`config.mk`:
```
export PLATFORM = sky130hd
export DESIGN_NAME = verb_row_decoder
export DESIGN_NICKNAME = d
export VERILOG_FILES = /design/src/rtl/verb_row_decoder.sv
export SDC_FILE = /design/constraint.sdc
export NUM_CORES = 1
export LEC_CHECK = 0
export ABC_CLOCK_PERIOD_IN_PS = 5850
export CAP_MARGIN = 25
export CORE_MARGIN = 4
export CORE_UTILIZATION = 43
export DETAILED_ROUTE_END_ITERATION = 8
export PLACE_DENSITY_LB_ADDON = 0.1
export SETUP_SLACK_MARGIN = 0.4
export SYNTH_ARGS = -nofsm -noshare
export SYNTH_HDL_FRONTEND = slang
export SYNTH_SLANG_ARGS = --single-unit
```
`constraint.sdc`:
```
create_clock -name clk -period 5.85 [get_ports clk]
set_input_delay 1.17 -clock clk [delete_from_list [all_inputs] [get_ports clk]]
set_output_delay 1.17 -clock clk [all_outputs]
set_load 0.05 [all_outputs]
```
`src/rtl/verb_row_decoder.sv`:
```
`timescale 1ns/1ps
// verb_row_decoder
//
// Streams ASCII verb vector rows, one byte per handshake, and hands out one
// decoded binary field per output beat. A row is a line of space-separated
// binary fields terminated by '\n', for example "0101 1 110\n". Carriage
// returns are ignored. Any other byte, or a field or row that does not fit,
// discards the remainder of the row.
//
// Ports
//   clk, rst_n           single rising-edge clock, async active-low reset
//   s_valid/s_ready      input byte handshake, s_data is the ASCII byte
//   m_valid/m_ready      output beat handshake (single-entry register)
//   m_data               field value, right-aligned, zero-extended
//   m_len                number of digits in the field (0 on trailing space)
//   m_index              field position within the row, from 0
//   m_last               this field ends the row
//   err_char             1-cycle pulse, illegal byte seen
//   err_ovf              1-cycle pulse, field or row too long
//   row_abort            1-cycle pulse, current row is being discarded
//   row_count            complete rows emitted, wraps at 2^16
module verb_row_decoder #(
  parameter int FIELD_W    = 32,
  parameter int MAX_FIELDS = 16,
  localparam int LEN_W     = $clog2(FIELD_W + 1),
  localparam int IDX_W     = $clog2(MAX_FIELDS)
) (
  input  logic               clk,
  input  logic               rst_n,
  input  logic               s_valid,
  output logic               s_ready,
  input  logic [7:0]         s_data,
  output logic               m_valid,
  input  logic               m_ready,
  output logic [FIELD_W-1:0] m_data,
  output logic [LEN_W-1:0]   m_len,
  output logic [IDX_W-1:0]   m_index,
  output logic               m_last,
  output logic               err_char,
  output logic               err_ovf,
  output logic               row_abort,
  output logic [15:0]        row_count
);

  typedef enum logic {ST_FIELD, ST_SKIP} state_t;

  localparam logic [7:0] CH_0  = 8'h30;
  localparam logic [7:0] CH_1  = 8'h31;
  localparam logic [7:0] CH_SP = 8'h20;
  localparam logic [7:0] CH_NL = 8'h0A;
  localparam logic [7:0] CH_CR = 8'h0D;

  localparam logic [LEN_W-1:0] LEN_FULL = LEN_W'(FIELD_W);
  localparam logic [LEN_W-1:0] LEN_ONE  = LEN_W'(1);
  localparam logic [IDX_W-1:0] IDX_LAST = IDX_W'(MAX_FIELDS - 1);
  localparam logic [IDX_W-1:0] IDX_ONE  = IDX_W'(1);

  state_t             state_q, state_n;
  logic [FIELD_W-1:0] acc_q, acc_n;
  logic [LEN_W-1:0]   len_q, len_n;
  logic [IDX_W-1:0]   idx_q, idx_n;
  logic               ready_en_q;
  logic               mv_q, mv_n;
  logic [FIELD_W-1:0] md_q, md_n;
  logic [LEN_W-1:0]   ml_q, ml_n;
  logic [IDX_W-1:0]   mi_q, mi_n;
  logic               mlast_q, mlast_n;
  logic               err_char_q, err_char_n;
  logic               err_ovf_q, err_ovf_n;
  logic               abort_q, abort_n;
  logic [15:0]        rows_q, rows_n;
  logic               accept;

  // ready_en_q keeps s_ready low throughout reset and for the first edge
  // after release; afterwards a byte is taken whenever the output slot is
  // free or is being emptied this cycle, so an emit never overwrites a beat.
  assign s_ready = ready_en_q & (~mv_q | m_ready);
  assign accept  = s_valid & s_ready;

  assign m_valid   = mv_q;
  assign m_data    = md_q;
  assign m_len     = ml_q;
  assign m_index   = mi_q;
  assign m_last    = mlast_q;
  assign err_char  = err_char_q;
  assign err_ovf   = err_ovf_q;
  assign row_abort = abort_q;
  assign row_count = rows_q;

  always_ff @(posedge clk or negedge rst_n) begin
    if (!rst_n) begin
      state_q    <= ST_FIELD;
      acc_q      <= '0;
      len_q      <= '0;
      idx_q      <= '0;
      ready_en_q <= 1'b0;
      mv_q       <= 1'b0;
      md_q       <= '0;
      ml_q       <= '0;
      mi_q       <= '0;
      mlast_q    <= 1'b0;
      err_char_q <= 1'b0;
      err_ovf_q  <= 1'b0;
      abort_q    <= 1'b0;
      rows_q     <= '0;
    end else begin
      state_q    <= state_n;
      acc_q      <= acc_n;
      len_q      <= len_n;
      idx_q      <= idx_n;
      ready_en_q <= 1'b1;
      mv_q       <= mv_n;
      md_q       <= md_n;
      ml_q       <= ml_n;
      mi_q       <= mi_n;
      mlast_q    <= mlast_n;
      err_char_q <= err_char_n;
      err_ovf_q  <= err_ovf_n;
      abort_q    <= abort_n;
      rows_q     <= rows_n;
    end
  end

  // Byte interpretation. An output beat is loaded only on an accepted
  // delimiter, and acceptance implies the output slot is free this edge.
  always_comb begin
    state_n    = state_q;
    acc_n      = acc_q;
    len_n      = len_q;
    idx_n      = idx_q;
    mv_n       = mv_q & ~m_ready;
    md_n       = md_q;
    ml_n       = ml_q;
    mi_n       = mi_q;
    mlast_n    = mlast_q;
    err_char_n = 1'b0;
    err_ovf_n  = 1'b0;
    abort_n    = 1'b0;
    rows_n     = rows_q;

    if (accept) begin
      case (state_q)
        ST_FIELD: begin
          if (s_data == CH_0 || s_data == CH_1) begin
            if (len_q == LEN_FULL) begin
              err_ovf_n = 1'b1;
              abort_n   = 1'b1;
              state_n   = ST_SKIP;
            end else begin
              acc_n = {acc_q[FIELD_W-2:0], s_data[0]};
              len_n = len_q + LEN_ONE;
            end
          end else if (s_data == CH_SP) begin
            // Empty fields (repeated spaces) are simply collapsed.
            if (len_q != '0) begin
              if (idx_q == IDX_LAST) begin
                err_ovf_n = 1'b1;
                abort_n   = 1'b1;
                state_n   = ST_SKIP;
              end else begin
                mv_n    = 1'b1;
                md_n    = acc_q;
                ml_n    = len_q;
                mi_n    = idx_q;
                mlast_n = 1'b0;
                idx_n   = idx_q + IDX_ONE;
                acc_n   = '0;
                len_n   = '0;
              end
            end
          end else if (s_data == CH_NL) begin
            // A trailing space still owes the row its last beat, so a
            // zero-length beat is sent; a completely blank row sends nothing.
            if (len_q != '0 || idx_q != '0) begin
              mv_n    = 1'b1;
              md_n    = acc_q;
              ml_n    = len_q;
              mi_n    = idx_q;
              mlast_n = 1'b1;
              rows_n  = rows_q + 16'd1;
            end
            idx_n = '0;
            acc_n = '0;
            len_n = '0;
          end else if (s_data != CH_CR) begin
            err_char_n = 1'b1;
            abort_n    = 1'b1;
            state_n    = ST_SKIP;
          end
        end
        ST_SKIP: begin
          if (s_data == CH_NL) begin
            acc_n   = '0;
            len_n   = '0;
            idx_n   = '0;
            state_n = ST_FIELD;
          end
        end
        default: state_n = ST_FIELD;
      endcase
    end
  end

endmodule

```
**Word level (Yosys, flattened, before mapping)**

Cells that the tools add are included.

- Bits in registers: 107
- Input bits: 12
- Output and inout bits: 64
- Logic and storage cells: 118

- Add/sub/neg operators: 3
- Equal/unequal tests: 15
- Multiplexer cells: 67
- Bitwise gates (word level): 9
- Reduce and logical (&&, ||, !) cells: 10

Operators with widths:

| operator | count |
|---|---|
| two-way mux 32 bit | 11 |
| two-way mux 6 bit | 11 |
| one-hot mux 32 bit (2 select lines) | 1 |
| two-way mux 4 bit | 10 |
| two-way mux 1 bit | 31 |
| == test 8 x 6 -> 1 bit, second input constant | 3 |
| adder 16 x 1 -> 16 bit, second input constant | 1 |
| one-hot mux 6 bit (2 select lines) | 1 |
| != test 3 bit, second input constant | 3 |
| == test 8 x 4 -> 1 bit, second input constant | 1 |
| != test 4 bit, second input constant | 2 |
| != test 8 x 4 -> 1 bit, second input constant | 1 |
| one-hot mux 4 bit (2 select lines) | 1 |
| AND reduction 4 bit | 2 |
| AND reduction 7 bit | 1 |
| adder 6 x 1 -> 6 bit, second input constant | 1 |
| == test 6 bit, second input constant | 1 |
| AND reduction 6 bit | 1 |
| nonzero test 6 bit | 1 |
| NOT 1 bit | 5 |
| adder 4 x 1 -> 4 bit, second input constant | 1 |
| == test 4 bit, second input constant | 1 |
| != test 2 bit, second input constant | 2 |
| nonzero test 2 bit | 2 |
| 6 further kinds | 9 |

**Logic depth before layout (Yosys ltp)**

- Depth in word-level cells: 8
- Gate-level depth with buffers: 9
- Depth with buffers taken out: 7

**Worst setup path before layout**

Ideal clock, no wire load.

- Path type: input -> register
- Start: in s_data[3]
- End: reg md_q[0] (netlist: m_data[0])
- Data arrival time: 2.823 ns
- Setup slack: 2.902 ns
- Stages on the path: 7
- Cell sequence: or4b_1 clkbuf_1 o2111a_1 and3_1 buf_6 buf_6 mux2_4

- Word-level cells in the longest chain between the ends: 4
- Elaborated cells between the ends (all ways): 12
- Those cells by class: eq/ne (6); mux (1); bitwise (1); reduce/logical (4)

Ends and longest elaborated chain:

| element | line | RTL |
|---|---|---|
| from (decl) | 32 | `input logic [7:0] s_data,` |
| parallel branches: the longest is 4 deep, another holds == test 8 x 6 -> 1 bit | -- |  |
| to (signal assigned) | 113 | `md_q <= md_n;` |
| to (decl) | 64 | `logic [FIELD_W-1:0] md_q, md_n;` |

Several ways; the timed one is not identified.
A chain may end at the register's enable or synchronous reset.

**Final worst setup path**

- Start: in m_ready
- End: out s_ready

- Word-level cells in the longest chain between the ends: 2

Ends and longest elaborated chain:

| element | line | RTL |
|---|---|---|
| from (decl) | 34 | `input logic m_ready,` |
| bitwise OR 1 bit | 77 | `assign s_ready = ready_en_q & (~mv_q \| m_ready);` |
| bitwise AND 1 bit | 77 |  |
| to (decl) | 31 | `output logic s_ready,` |

No other way between the ends.

==> results.md <==
- The number of enable flip-flop cells after synthesis is 0.
- The instance count after placement with tap cells included is 546.
- The clock root buffer master is sky130_fd_sc_hd__clkbuf_8.
- Of all cell types, the one taking the most synthesized area is sky130_fd_sc_hd__dfrtp_1.
- Counting every instance in the synthesized netlist gives 347.
- The peak supply drop is 0.1408 mV.
- The final critical-path required period is roughly 3900 ps.
- The flow ran to the end, and the final reports show no timing, DRC or antenna violations.
- Headroom to the max-slew limit came out at 48.48%.
- For this run, the number of Yosys warnings is 0.
- TritonCTS built the clock tree.
- Static timing analysis puts the maximum clock frequency at about 250 MHz.
- The summed negative setup slack over all endpoints is 0 ps.
- The maximum level of the CTS H-tree is 3.
- The number of buffers between clock root and the deepest sink is 2.
- The area growth from synthesis to layout is 23.20%.
- Before antenna repair, the detailed router went through 4 iterations.
- The top cell type's share of synthesized area is a little under three fifths.
- The number of buffers inserted by hold repair at cts is 0.
- The number of antenna violations at the first check in global routing is 0.
- In this run the post-CTS setup repair buffer count came out at 0.
- The total core area is 0.01051 sq mm.
- The width of the chip is ~110 um.
- The total wire length is 9359 um.
- The total number of clock tree sinks is ~110.
- The layout net count is 438.
- For this design the ratio of total power to cell area is 219.9 mW/mm^2.
- The number of nets produced by synthesis is 364.
- Once the clock tree was built, the resizer swapped 0 gates to a different size.
- The number of fill cells in the layout is 902.
- Once the floorplan was initialized, standard cells occupied 44.85% of the core.
- The total via count after detailed routing is 2983.
- Routability-driven placement finished with a final weighted congestion of between 0.8 and 0.9.
- The critical path data required time is 4680 ps.
- Along the worst hold path, the cell count comes to 1.
- In the post-synthesis netlist, the biggest area contributors are sky130_fd_sc_hd__dfrtp_1, sky130_fd_sc_hd__mux2_4, sky130_fd_sc_hd__a22o_1.
- At the pin with the least slew margin, the transition time is 772.8 ps.
- The clock network accounts for 39.1% of the total power.
- The type of element capturing the critical path is an output port.
- For the worst-skew pair, the clock arrives at the later sink with an insertion delay of 380 ps.
- The commonest register cell after synthesis is sky130_fd_sc_hd__dfrtp_1.
- For this block, the initial DRC count from the detailed router was 116.
- The number of max-slew violations in the final report came to 0.
- The count of buffers from port buffering is 75.
- The reported leakage power is 2.611 nW.
- The reported net switching power is between 0.0003 and 0.0004 W.
- The end of the worst register-to-register path is m_index[2].
- The overall routing resource usage is between 15 and 20%.
- The synthesized netlist contains 57 unique library cells.
- The data arrival time of the worst path is approximately 2800 ps.
- The first global-routing pass estimated approximately 16000 um of wire.
- Counting flops and latches in the post-synthesis netlist gives 107.
- Buffers inserted during clock tree synthesis total 9.
- The internal power of the cells totals 0.0009655 W.
- Per report_power, the sequential group accounts for 58.0% of the total.
- The number of hold violations in the final report is 0.
- The total congestion overflow after global routing is 0.
- The depth of the most critical reg-to-reg path is 8.
- The count of boundary I/O pins is 76.
- The die covers 0.01270 sq mm.
- The switching share of power is 24.39%.
- The source of the worst hold timing path is row_count[15].
- The type of the worst setup path is in2out.
- Setup violations remaining at the end of the flow were counted as 0.
- The row count is 37.
- Between clock sinks in the finished design, the worst skew comes to 13.71 ps.
- The origin of the critical flop-to-flop path is len_q[0].
- The sequential area share after synthesis is a little under three fifths.
- The number of antenna diodes in the final layout is 0.
- The relative contribution of combinational cells to total power is 2.9%.
- The count of nets left with antenna violations once routing finished came out at 0.
- The register-to-register path setup slack is 3040 ps.
- The path with the worst hold slack has its endpoint at row_count[15].
- The share of synthesized registers carrying an async set or reset is 100.0%.
- The detail-routed via count per cell is approximately 5.3.
- The tool flagged a number of max-cap violations equal to 0.
- Of the cells placed in the final design, the portion with a size suffix greater than 1 is 17.14%.
- The most common cell after layout, fill and taps aside is sky130_fd_sc_hd__dfrtp_1.
- The worst setup path is launched from a primary input.
- On the final layout, the worst hold slack is 477.9 ps.
- Setup repair after global routing left no endpoint under its margin.
- The number of design rule violations left after detail routing is 0.
- After clock tree synthesis, the clock-pin slew on the worst setup and hold paths is 110 ps.
- The total standard cell area after synthesis is 0.004713 sq mm.
- The per-instance average area after synthesis is 13.58 sq um.
- In this run the worst path has a maximum fanout of 5.
- The non-filler instance count after layout is 562.
- After detailed routing, the average wire length per cell comes to about 17 um.
- The final critical-path share of the clock period is 67.27%.
- The class of the tightest hold or removal check is reg2reg.
- The largest net degree at the start of global routing is 62.
- The number of global-route vias before repair was between 3000 and 4000.
- The die is 112.7 um tall.
- Once detailed placement completed, the half-perimeter wirelength came to 6520 um.
- In the layout the commonest cells are sky130_fd_sc_hd__dfrtp_1, sky130_fd_sc_hd__clkdlybuf4s50_1, sky130_fd_sc_hd__mux2_4.
layer usage:
layer  vias up  wire length, um  global-route usage, %
met1      1488             4386                  21.23
met5         -                0                      0
met3        12              368                  3.690
li1       1430                -                      -
met4         0              140                  5.128
met2        53             4464                  24.13
final cells by class:
class / count / area [sq um] / share of cell area (%)
Multi-Input combinational cell: 215 / 1921 / 33.07
Clock inverter: 7 / 102.6 / 1.767
Clock buffer: 9 / 123.9 / 2.133
Timing Repair Buffer: 79 / 778.2 / 13.40
Inverter: 9 / 33.78 / 0.5818
Sequential cell: 107 / 2678 / 46.11
Tap cell: 136 / 170.2 / 2.930
worst max path at each step:
| stage | end | start | slack (ps) |
|---|---|---|---|
| 3_3_place_gp | m_index[2] | s_data[3] | 1860 |
| 2_1_floorplan | m_data[0] | s_data[3] | 2900 |
| 3_5_place_dp | m_index[2] | s_data[3] | 1790 |
| 6_report | s_ready | m_ready | 1910 |
| 5_1_grt | s_ready | m_ready | 1820 |
| 4_1_cts | s_ready | m_ready | 1900 |
synth_stat cells, types with 2 or more instances:
| library cell | instances |
|---|---|
| sky130_fd_sc_hd__dfrtp_1 | 107 |
| sky130_fd_sc_hd__mux2_4 | 40 |
| sky130_fd_sc_hd__a22o_1 | 33 |
| sky130_fd_sc_hd__nand3_1 | 16 |
| sky130_fd_sc_hd__nand2_1 | 14 |
| sky130_fd_sc_hd__xnor2_1 | 11 |
| sky130_fd_sc_hd__inv_1 | 9 |
| sky130_fd_sc_hd__clkbuf_1 | 8 |
| sky130_fd_sc_hd__nor2_1 | 7 |
| sky130_fd_sc_hd__nor3_1 | 7 |
| sky130_fd_sc_hd__o21ai_0 | 6 |
| sky130_fd_sc_hd__buf_6 | 5 |
| sky130_fd_sc_hd__ha_1 | 5 |
| sky130_fd_sc_hd__nand4_1 | 5 |
| sky130_fd_sc_hd__or4_1 | 4 |
| sky130_fd_sc_hd__xor2_1 | 4 |
| sky130_fd_sc_hd__a21o_1 | 3 |
| sky130_fd_sc_hd__and2_1 | 3 |
| sky130_fd_sc_hd__and3_1 | 3 |
| sky130_fd_sc_hd__mux2_1 | 3 |
| sky130_fd_sc_hd__nand2b_1 | 3 |
| sky130_fd_sc_hd__nor3_2 | 3 |
| sky130_fd_sc_hd__nor3b_1 | 3 |
| sky130_fd_sc_hd__o31ai_1 | 3 |
| sky130_fd_sc_hd__a2111oi_0 | 2 |
| sky130_fd_sc_hd__a21oi_1 | 2 |
| sky130_fd_sc_hd__buf_4 | 2 |
| sky130_fd_sc_hd__mux2_2 | 2 |
| sky130_fd_sc_hd__mux2i_1 | 2 |
| sky130_fd_sc_hd__nor2b_1 | 2 |
| sky130_fd_sc_hd__nor4_1 | 2 |
| sky130_fd_sc_hd__nor4b_1 | 2 |
| sky130_fd_sc_hd__o22ai_1 | 2 |
critical path, cell delays in order:
cell and delay, ps:
sky130_fd_sc_hd__clkdlybuf4s50_1 440, sky130_fd_sc_hd__nand2b_1 170, sky130_fd_sc_hd__and2_1 170, sky130_fd_sc_hd__clkdlybuf4s50_1 810
power by group through the flow:
stage          clock network [W]    logic, W  registers, W
2_1_floorplan                  0  0.00000836      0.000756
3_3_place_gp                   0   0.0000370      0.000756
3_5_place_dp                   0   0.0000379      0.000756
4_1_cts                 0.000518   0.0000379      0.000741
5_1_grt                 0.000548   0.0000419      0.000742
6_report                0.000499   0.0000368      0.000741
through the flow:
stage | util (%) | setup WS, ps | total power, W | instance area [sq um]
floorplan | - | 2902 | 0.0007644 | 4713
global placement | 53.10 | 1860 | 0.0007927 | 5580
detailed placement | 53.10 | 1795 | 0.0007935 | 5580
CTS | 55.26 | 1901 | 0.001297 | 5807
global route | 55.26 | 1816 | 0.001331 | 5807
finish | 55.26 | 1915 | 0.001277 | 5807
state kept, by name, summed over array words and instances (netlist names):
signal and count:
row_count 16, m_index 4, err_ovf 1, ready_en_q 1, m_valid 1, err_char 1, state_q 1, m_len 6
len_q 6, m_last 1, idx_q 4, acc_q 32, row_abort 1, m_data 32
kinds of logic after synthesis:
kind of cell / after synthesis / share of synthesized area, %
muxes: 47 / 14.36
and+or+nand+nor: 84 / 10.75
adders and majority gates: 5 / 1.327
AOI/OAI and AO/OA: 63 / 10.91
other: 1 / 0.07956
xor gates and xnor gates: 15 / 2.787
buffers and inverters: 25 / 2.973
DFF: 107 / 56.81
No activity file was read; power rests on OpenSTA's default activity.
